$ cat src/rtl/nn_access_arbiter.sv
// nn_access_arbiter
// Shares one MLP classifier between the training controller and the
// inference path. Each granted transaction holds the MLP inputs stable for
// LAT cycles, strobes learn once (training with learn enabled only), then
// emits a one-cycle done pulse. Inference wins ties unless training has
// been passed over MAX_STARVE times in a row.
module nn_access_arbiter #(
    parameter int LAT        = 4,
    parameter int MAX_STARVE = 8
) (
    input  logic        clk,
    input  logic        rst,
    input  logic        tr_req,
    input  logic [15:0] tr_x,
    input  logic        tr_is_O,
    input  logic        tr_learn,
    output logic        tr_gnt,
    output logic        tr_done,
    input  logic        inf_req,
    input  logic [15:0] inf_x,
    output logic        inf_gnt,
    output logic        inf_done,
    output logic        inf_y,
    output logic [6:0]  inf_prob,
    output logic [15:0] nn_x,
    output logic        nn_learn,
    output logic        nn_is_O,
    input  logic        nn_y,
    input  logic [6:0]  nn_prob,
    output logic        busy,
    output logic        owner
);

    localparam int                CNT_W      = $clog2(LAT + 1);
    localparam logic [CNT_W-1:0]  CNT_LAST   = CNT_W'(LAT - 1);
    localparam logic [7:0]        STARVE_MAX = 8'(MAX_STARVE);

    typedef enum logic [1:0] {
        ST_IDLE = 2'd0,
        ST_RUN  = 2'd1,
        ST_DONE = 2'd2
    } state_t;

    state_t           state_r;
    logic [CNT_W-1:0] cnt_r;
    logic [7:0]       starve_cnt_r;
    logic             grant_tr_s;
    logic             grant_inf_s;
    logic             starved_s;

    // Arbitration on sampled requests; only meaningful while idle.
    always_comb begin
        grant_tr_s  = 1'b0;
        grant_inf_s = 1'b0;
        starved_s   = (starve_cnt_r == STARVE_MAX);
        if (state_r == ST_IDLE) begin
            if (tr_req && inf_req) begin
                if (starved_s) begin
                    grant_tr_s = 1'b1;
                end else begin
                    grant_inf_s = 1'b1;
                end
            end else if (tr_req) begin
                grant_tr_s = 1'b1;
            end else if (inf_req) begin
                grant_inf_s = 1'b1;
            end else begin
                grant_tr_s  = 1'b0;
                grant_inf_s = 1'b0;
            end
        end else begin
            grant_tr_s  = 1'b0;
            grant_inf_s = 1'b0;
        end
    end

    // Count inference wins while training waits; saturates at MAX_STARVE.
    always_ff @(posedge clk or negedge rst) begin
        if (!rst) begin
            starve_cnt_r <= 8'd0;
        end else if (!tr_req || grant_tr_s) begin
            starve_cnt_r <= 8'd0;
        end else if (grant_inf_s && (starve_cnt_r != STARVE_MAX)) begin
            starve_cnt_r <= starve_cnt_r + 8'd1;
        end else begin
            starve_cnt_r <= starve_cnt_r;
        end
    end

    // Transaction FSM with all outputs registered.
    always_ff @(posedge clk or negedge rst) begin
        if (!rst) begin
            state_r  <= ST_IDLE;
            cnt_r    <= {CNT_W{1'b0}};
            tr_gnt   <= 1'b0;
            tr_done  <= 1'b0;
            inf_gnt  <= 1'b0;
            inf_done <= 1'b0;
            inf_y    <= 1'b0;
            inf_prob <= 7'd0;
            nn_x     <= 16'd0;
            nn_learn <= 1'b0;
            nn_is_O  <= 1'b0;
            busy     <= 1'b0;
            owner    <= 1'b0;
        end else begin
            // Pulses default low; only set for a single cycle below.
            tr_gnt   <= 1'b0;
            inf_gnt  <= 1'b0;
            tr_done  <= 1'b0;
            inf_done <= 1'b0;
            nn_learn <= 1'b0;
            case (state_r)
                ST_IDLE: begin
                    if (grant_tr_s || grant_inf_s) begin
                        state_r  <= ST_RUN;
                        cnt_r    <= {CNT_W{1'b0}};
                        busy     <= 1'b1;
                        owner    <= grant_inf_s;
                        tr_gnt   <= grant_tr_s;
                        inf_gnt  <= grant_inf_s;
                        nn_x     <= grant_inf_s ? inf_x : tr_x;
                        nn_is_O  <= grant_tr_s & tr_is_O;
                        // Learn strobe lands in the first RUN cycle only.
                        nn_learn <= grant_tr_s & tr_learn;
                    end else begin
                        busy    <= 1'b0;
                        owner   <= 1'b0;
                        nn_x    <= 16'd0;
                        nn_is_O <= 1'b0;
                    end
                end
                ST_RUN: begin
                    if (cnt_r == CNT_LAST) begin
                        state_r <= ST_DONE;
                        if (owner) begin
                            inf_done <= 1'b1;
                            inf_y    <= nn_y;
                            inf_prob <= nn_prob;
                        end else begin
                            tr_done <= 1'b1;
                        end
                    end else begin
                        cnt_r <= cnt_r + {{(CNT_W-1){1'b0}}, 1'b1};
                    end
                end
                ST_DONE: begin
                    state_r <= ST_IDLE;
                    busy    <= 1'b0;
                    owner   <= 1'b0;
                    nn_x    <= 16'd0;
                    nn_is_O <= 1'b0;
                end
                default: begin
                    state_r <= ST_IDLE;
                    busy    <= 1'b0;
                    owner   <= 1'b0;
                    nn_x    <= 16'd0;
                    nn_is_O <= 1'b0;
                end
            endcase
        end
    end

endmodule

$ cat config.mk
export PLATFORM = sky130hd
export DESIGN_NAME = nn_access_arbiter
export DESIGN_NICKNAME = d
export VERILOG_FILES = /design/src/rtl/nn_access_arbiter.sv
export SDC_FILE = /design/constraint.sdc
export NUM_CORES = 1
export LEC_CHECK = 0
export CAP_MARGIN = 20
export CORE_MARGIN = 2
export CORE_UTILIZATION = 39
export CTS_CLUSTER_DIAMETER = 200
export DETAILED_ROUTE_END_ITERATION = 10
export PLACE_DENSITY = 0.76
export SLEW_MARGIN = 20
export SYNTH_ARGS = -nofsm -noshare
export SYNTH_HDL_FRONTEND = slang
export SYNTH_SLANG_ARGS = --single-unit
export TNS_END_PERCENT = 20
$ cat constraint.sdc
create_clock -name clk -period 1.5 [get_ports clk]
set_input_delay 0.375 -clock clk [delete_from_list [all_inputs] [get_ports clk]]
set_output_delay 0.375 -clock clk [all_outputs]
set_load 0.02 [all_outputs]
# --- Word-level counts from Yosys, hierarchy flattened ---
# Cells that the tools add are included.
totals:
  ff_bits: 45
  input_bits: 46
  output_inout_bits: 32
  word_cells: 73
classes:
  add_sub_neg: 2
  n_eq_ne: 7
  mux: 37
  n_bitwise: 2
  n_reduce_logical: 11
op_table:
  columns: ["operator", "count"]
  rows:
  - ["2-to-1 mux 16 bit", 2]
  - ["one-hot mux 16 bit (2 select lines)", 1]
  - ["2-to-1 mux 1 bit", 23]
  - ["2-to-1 mux 8 bit", 2]
  - ["adder 8 x 1 -> 8 bit, second input constant", 1]
  - ["== test 8 x 4 -> 1 bit, second input constant", 1]
  - ["inequality test 8 x 4 -> 1 bit, second input constant", 1]
  - ["2-to-1 mux 3 bit", 2]
  - ["one-hot mux 1 bit (2 select lines)", 3]
  - ["one-hot mux 3 bit (2 select lines)", 1]
  - ["AND reduction 3 bit", 2]
  - ["2-to-1 mux 2 bit", 2]
  - ["inequality test 2 bit, second input constant", 2]
  - ["one-hot mux 2 bit (2 select lines)", 1]
  - ["nonzero test 2 bit", 2]
  - ["adder 3 x 1 -> 3 bit, second input constant", 1]
  - ["== test 3 x 2 -> 1 bit, second input constant", 1]
  - ["bitwise AND 1 bit", 2]
  - ["== test 2 x 1 -> 1 bit, second input constant", 1]
  - ["logical AND 1 bit", 2]
  - ["zero test 2 bit", 1]
  - ["logical OR 1 bit", 2]
  - ["inequality test 2 x 1 -> 1 bit, second input constant", 1]
  - ["AND reduction 2 bit", 1]
  - ["zero test 1 bit", 1]

# --- Logic depth before layout (Yosys ltp) ---
# Gate-level depths: netlist (run 1).
logic_depth:
  word_depth: 7
  mapped_depth: 7

# --- Least setup slack after synthesis (run 1) ---
# OpenSTA, ideal clock, no wires.
synth_path:
  path_kind: "register to register"
  from: "register starve_cnt_r[0]"
  to: "register starve_cnt_r[4]"
  t_arrival_ps: 1551
  t_required_ps: 1380
  path_slack_ps: -170
  stages_incl_launch_ff: 8
  path_buffers: 1
  period_less_slack_ps: 1670
  cell_sequence: "dfrtp_1 -> inv_1 -> ha_1 -> and3b_1 -> nand2_2 -> a211o_1 -> buf_6 -> and3_1"
synth_between:
  elab_chain_len: 6
  elab_cells_between_ends: 14
  classes_between: "add/sub: 1; eq/ne: 2; mux: 8; reduce/logical: 3"
synth_lines:
  columns: ["element", "line", "source"]
  rows:
  - ["start: declaration", "46", "logic [7:0] starve_cnt_r;"]
  - ["start signal: assignment", "84", "starve_cnt_r <= starve_cnt_r + 8'd1;"]
  - ["start signal: assignment", "86", "starve_cnt_r <= starve_cnt_r;"]
  - ["parallel branches: the longest is 6 deep, another holds adder 8 x 1 -> 8 bit", null, null]
# Several ways; the timed one is not identified. The select of a mux whose other input is x is not followed.
# A chain may end at the register's enable or synchronous reset.

# --- Worst setup path in the final report (run 1) ---
layout_path:
  from: "register starve_cnt_r[1]"
  to: "register nn_x[12]"
layout_between:
  elab_chain_len: 7
  elab_cells_between_ends: 11
  classes_between: "eq/ne: 1; mux: 9; reduce/logical: 1"
layout_lines:
  columns: ["element", "line", "source"]
  rows:
  - ["== test 8 x 4 -> 1 bit (*)", "55", "starved_s = (starve_cnt_r == STARVE_MAX);"]
  - ["2-to-1 mux 1 bit", "58", "if (starved_s) begin"]
  - ["2-to-1 mux 1 bit", "57", "if (tr_req && inf_req) begin"]
  - ["2-to-1 mux 1 bit", "56", "if (state_r == ST_IDLE) begin"]
  - ["2-to-1 mux 16 bit / logical OR 1 bit (equally long branches)", "122, 115", null]
  - ["2-to-1 mux 16 bit (*)", "115", "if (grant_tr_s || grant_inf_s) begin"]
  - ["one-hot mux 16 bit (2 select lines) (*)", "113", "case (state_r)"]
  - ["end signal: assignment", "122", "nn_x <= grant_inf_s ? inf_x : tr_x;"]
  - ["end: declaration", "25", "output logic [15:0] nn_x,"]
# Every way passes the cells marked *; elsewhere a longest branch is shown, timed or not.

==> flow_summary_export.csv, run 1 <==
group,metric,value,unit
routing,vias,1766,
critical_path,path_class,"flip-flop to flip-flop",
synthesis,synthSimpleGateAreaFrac,13.1,%
critical_path,path_cells,"inv_2 -> ha_4 -> and3b_2 -> nand2_2 -> a211o_4 -> buf_8 -> o21ai_2",
synthesis,synth-compound-area-share,16.7,%
synthesis,yosysMostFrequentCell,"dfrtp_1",
critical_path,required,1.72,ns
grt,met2_usage,34.6,%
timing,finalSetupViolations,26,
critical_path,critPathTopFamily,"compound AO/OA/AOI/OAI gates",
synthesis,synthCells,172,
critical_path,endpoint_kind,"flip-flop",
critical_path,crit_fanout,8,
status,outcome,"finished with violations",
power,clkPwrFrac,17.9,%
power,p_switching,1830,uW
floorplan,rows,25,
routing,wl_per_cell,15.0,um
floorplan,core-area,0.00479,mm2
layout,area_growth,66.3,%
critical_path,slowest_delay,0.40,ns
routing,drtIter0Drc,23,
timing,drv_slew,0,
layout,nets,330,
layout,fin_util,68.5,%
floorplan,num_io_pins,78,
timing,hold_viol,0,
routing,route.detailed.drc,0,
status,violations,"setup timing",
grt,grt_util_met3,4.82,%
timing,hold_slack,0.0512,ns
routing,dr.pass1.iters,4,
routing,vias_per_cell,5.07,
timing,rsz0062_at_grt,"yes",
layout,drive_above_1_share,28.5,%
synthesis,ys_seq_area_share,57.1,%
timing,fin_crit,1.64,ns
grt,grt_pass1_wl,7980,um
clock_network,h-tree-depth,2,
critical_path,cp-start-kind,"flip-flop",
clock_network,clock_latency,0.29,ns
timing,worst_pin_slew,0.400,ns
power,p_leak,0.00158,uW
clock_network,cts_max_path_buffers,2,
grt,grt_max_degree,46,
clock_network,cts_made_buffers,5,
power,comb_power_share,46.3,%
layout,antennaDiodeCount,0,
critical_path,worstPathArrival,1.86,ns
floorplan,die_x,75.1,um
clock_network,cts_root_buf,"clkbuf_8",
timing,finalClockSkew,0.00726,ns
floorplan,fp.dieH,75.1,um
job,drv_cap,0,
timing,fin_tns_setup,-2.62,ns
synthesis,synth_top_family_by_area,"compound AO/OA/AOI/OAI gates",
clock_network,cts_tree,"yes",
routing,postRouteAntennaNets,0,
power,seq_power_share,35.8,%
power,p_total,5030,uW
power,intPower,3200,uW
power,p_per_area,1530,mW/mm2
synthesis,synth_top_area_share,57.1,%
synthesis,synth_mux_area_share,4.57,%
critical_path,crit_path_top_delay_cell,"dfrtp_1",
clock_network,clk_pin_slew_worst_paths,0.08,ns
routing,routed_wl,5210,um
synthesis,synthAdderAreaFrac,2.54,%
timing,worst_slack,-0.137,ns
critical_path,rr_startpoint,"starve_cnt_r[1]",
critical_path,startpoint,"starve_cnt_r[1]",
timing,max_freq,611,MHz
synthesis,yosys.area.top_type,"dfrtp_1",
synthesis,synthTopCellsByArea,"dfrtp_1 (57%), a22oi_1 (6.1%), nand2_1 (4.4%), o21ai_1 (4.3%), ha_1 (2.5%)",
placement,hpwl,3550,um
critical_path,cp_num_buf_inv,2,
placement,routabilityCongestion,0.781,
synthesis,synth_ff_type,"dfrtp_1",
power,swShare,36.4,%
clock_network,ctsHoldBuffers,0,
grt,use_met1,20.7,%
clock_network,cts_sinks,45,
timing,max_slew_margin,73.1,%
synthesis,synth_edf_count,0,
floorplan,start_util,41.2,%
floorplan,die_area,0.00564,mm2
synthesis,ys_types,34,
placement,io_buffer_count,77,
synthesis,synth_common_cells,"dfrtp_1 (45), nand2_1 (23), o21ai_1 (17)",
timing,fin_crit_sh,109,%
synthesis,yosys_warnings,0,
grt,grt_pass1_vias,1831,
grt,antenna_found_initial,0,
synthesis,ys_async_sr_fraction,100,%
synthesis,netlist_area,0.00197,mm2
hold_path,min_path_type,"primary input to asynchronous set/reset pin",
synthesis,syn_nets,222,
grt,globalRoute.busiestLayer,"met2",
synthesis,synth_seq_cells,45,
synthesis,synth_xor_area_share,2.22,%
grt,grt_util_all_layers,18.9,%
power,irDropWorstVdd,1.02,mV
grt,grt_overflow_total,0,
synthesis,synth_area_per_cell,11.5,um2
-- placed cells by master (no fill, tap or decap), types with 2 or more instances in the layout --
cell,n
nor2b_1,3
mux2_2,3
inv_1,5
nor3_1,2
clkdlybuf4s50_1,43
o21ai_0,2
nand2_1,22
a31oi_1,2
and2_1,2
mux2_4,5
o21ai_1,3
inv_2,2
nand4_1,2
dlygate4sd2_1,32
buf_12,2
nand3_1,2
and3_1,6
clkbuf_8,5
a22oi_1,15
buf_6,2
buf_4,27
a21o_1,2
o21ai_2,15
xnor2_1,5
ha_2,2
dfrtp_1,45
-- final timing paths --
check	to	slack [ns]	cells past startpoint
min in group clk	inf_prob[0]	0.51	1
min reg2reg	inf_prob[0]	0.51	1
max in group asynchronous	nn_x[11]	1.23	2
max reg2reg	nn_x[12]	-0.14	7
min	starve_cnt_r[5]	0.05	2
max	nn_x[12]	-0.14	7
-- flip-flops by register name (all words and copies together) (netlist names), 2 cells and up --
name / cells
inf_prob: 7
cnt_r: 3
state_r: 2
starve_cnt_r: 8
nn_x: 16
-- worst reg2reg max path: cells and delay by family (launching register included) --
family,cells,cell delay [ns]
buf+inv,2,0.25
compound gates,2,0.52
fa+ha+maj,1,0.13
flops,1,0.40
simple gates,2,0.29
-- power by group through the flow --
stage / logic, uW / registers [uW] / clock network, uW
after floorplan: 728 / 2220 / 0
after global placement: 2230 / 1810 / 0
after detailed placement: 2280 / 1830 / 0
after CTS: 2220 / 1790 / 912
after global routing: 2520 / 1850 / 963
final: 2330 / 1800 / 900
-- what timing repair did --
action,in CTS,in global routing
buffers inserted,3,1
pin swaps,24,4
gates cloned,1,0
resized for setup,53,18
setup endpoints to repair,71,37
-- stage by stage --
stage / instance area (um2) / instances / worst slack, ns
after floorplan: 1980 / 172 / -0.108
after detailed placement: 3010 / 335 / -0.388
final: 3280 / 348 / -0.137
after global placement: 3010 / 335 / -0.370
after CTS: 3210 / 347 / -0.152
after global routing: 3280 / 348 / -0.208
-- routing by layer --
| layer | up-vias | part of all wire (%) |
|---|---|---|
| li1 | 829 | - |
| met1 | 856 | 39 |
| met2 | 69 | 53 |
| met3 | 12 | 6.2 |
| met4 | 0 | 2.6 |
| met5 | - | 0 |
-- area by class of cell --
class                      instances  area, um2
clock buffer                       6       72.6
clock inverter                     2       38.8
fill                             363       1510
inverter                           7       26.3
multi-input combinational        112        921
sequential                        45       1130
tap                               67       83.8
timing repair buffer             109       1010
-- cell families (layout without fill, tap and decap cells) --
| kind of cell | after synthesis | after routing |
|---|---|---|
| XOR/XNOR | 5 | 5 |
| flip-flops | 45 | 45 |
| AO/OA/AOI/OAI | 47 | 47 |
| AND/OR/NAND/NOR | 48 | 48 |
| adder cells (fa/ha/maj) | 4 | 4 |
| multiplexers | 8 | 8 |
| buffers and inverters | 15 | 124 |
Power figures use the tool's default switching activity.
==> inputs of run 2 (changes only) <==
- ABC_CLOCK_PERIOD_IN_PS: unset -> 1500
==> results of run 2 <==
The final DEF is identical to that of run 1; final timing and power are the same.
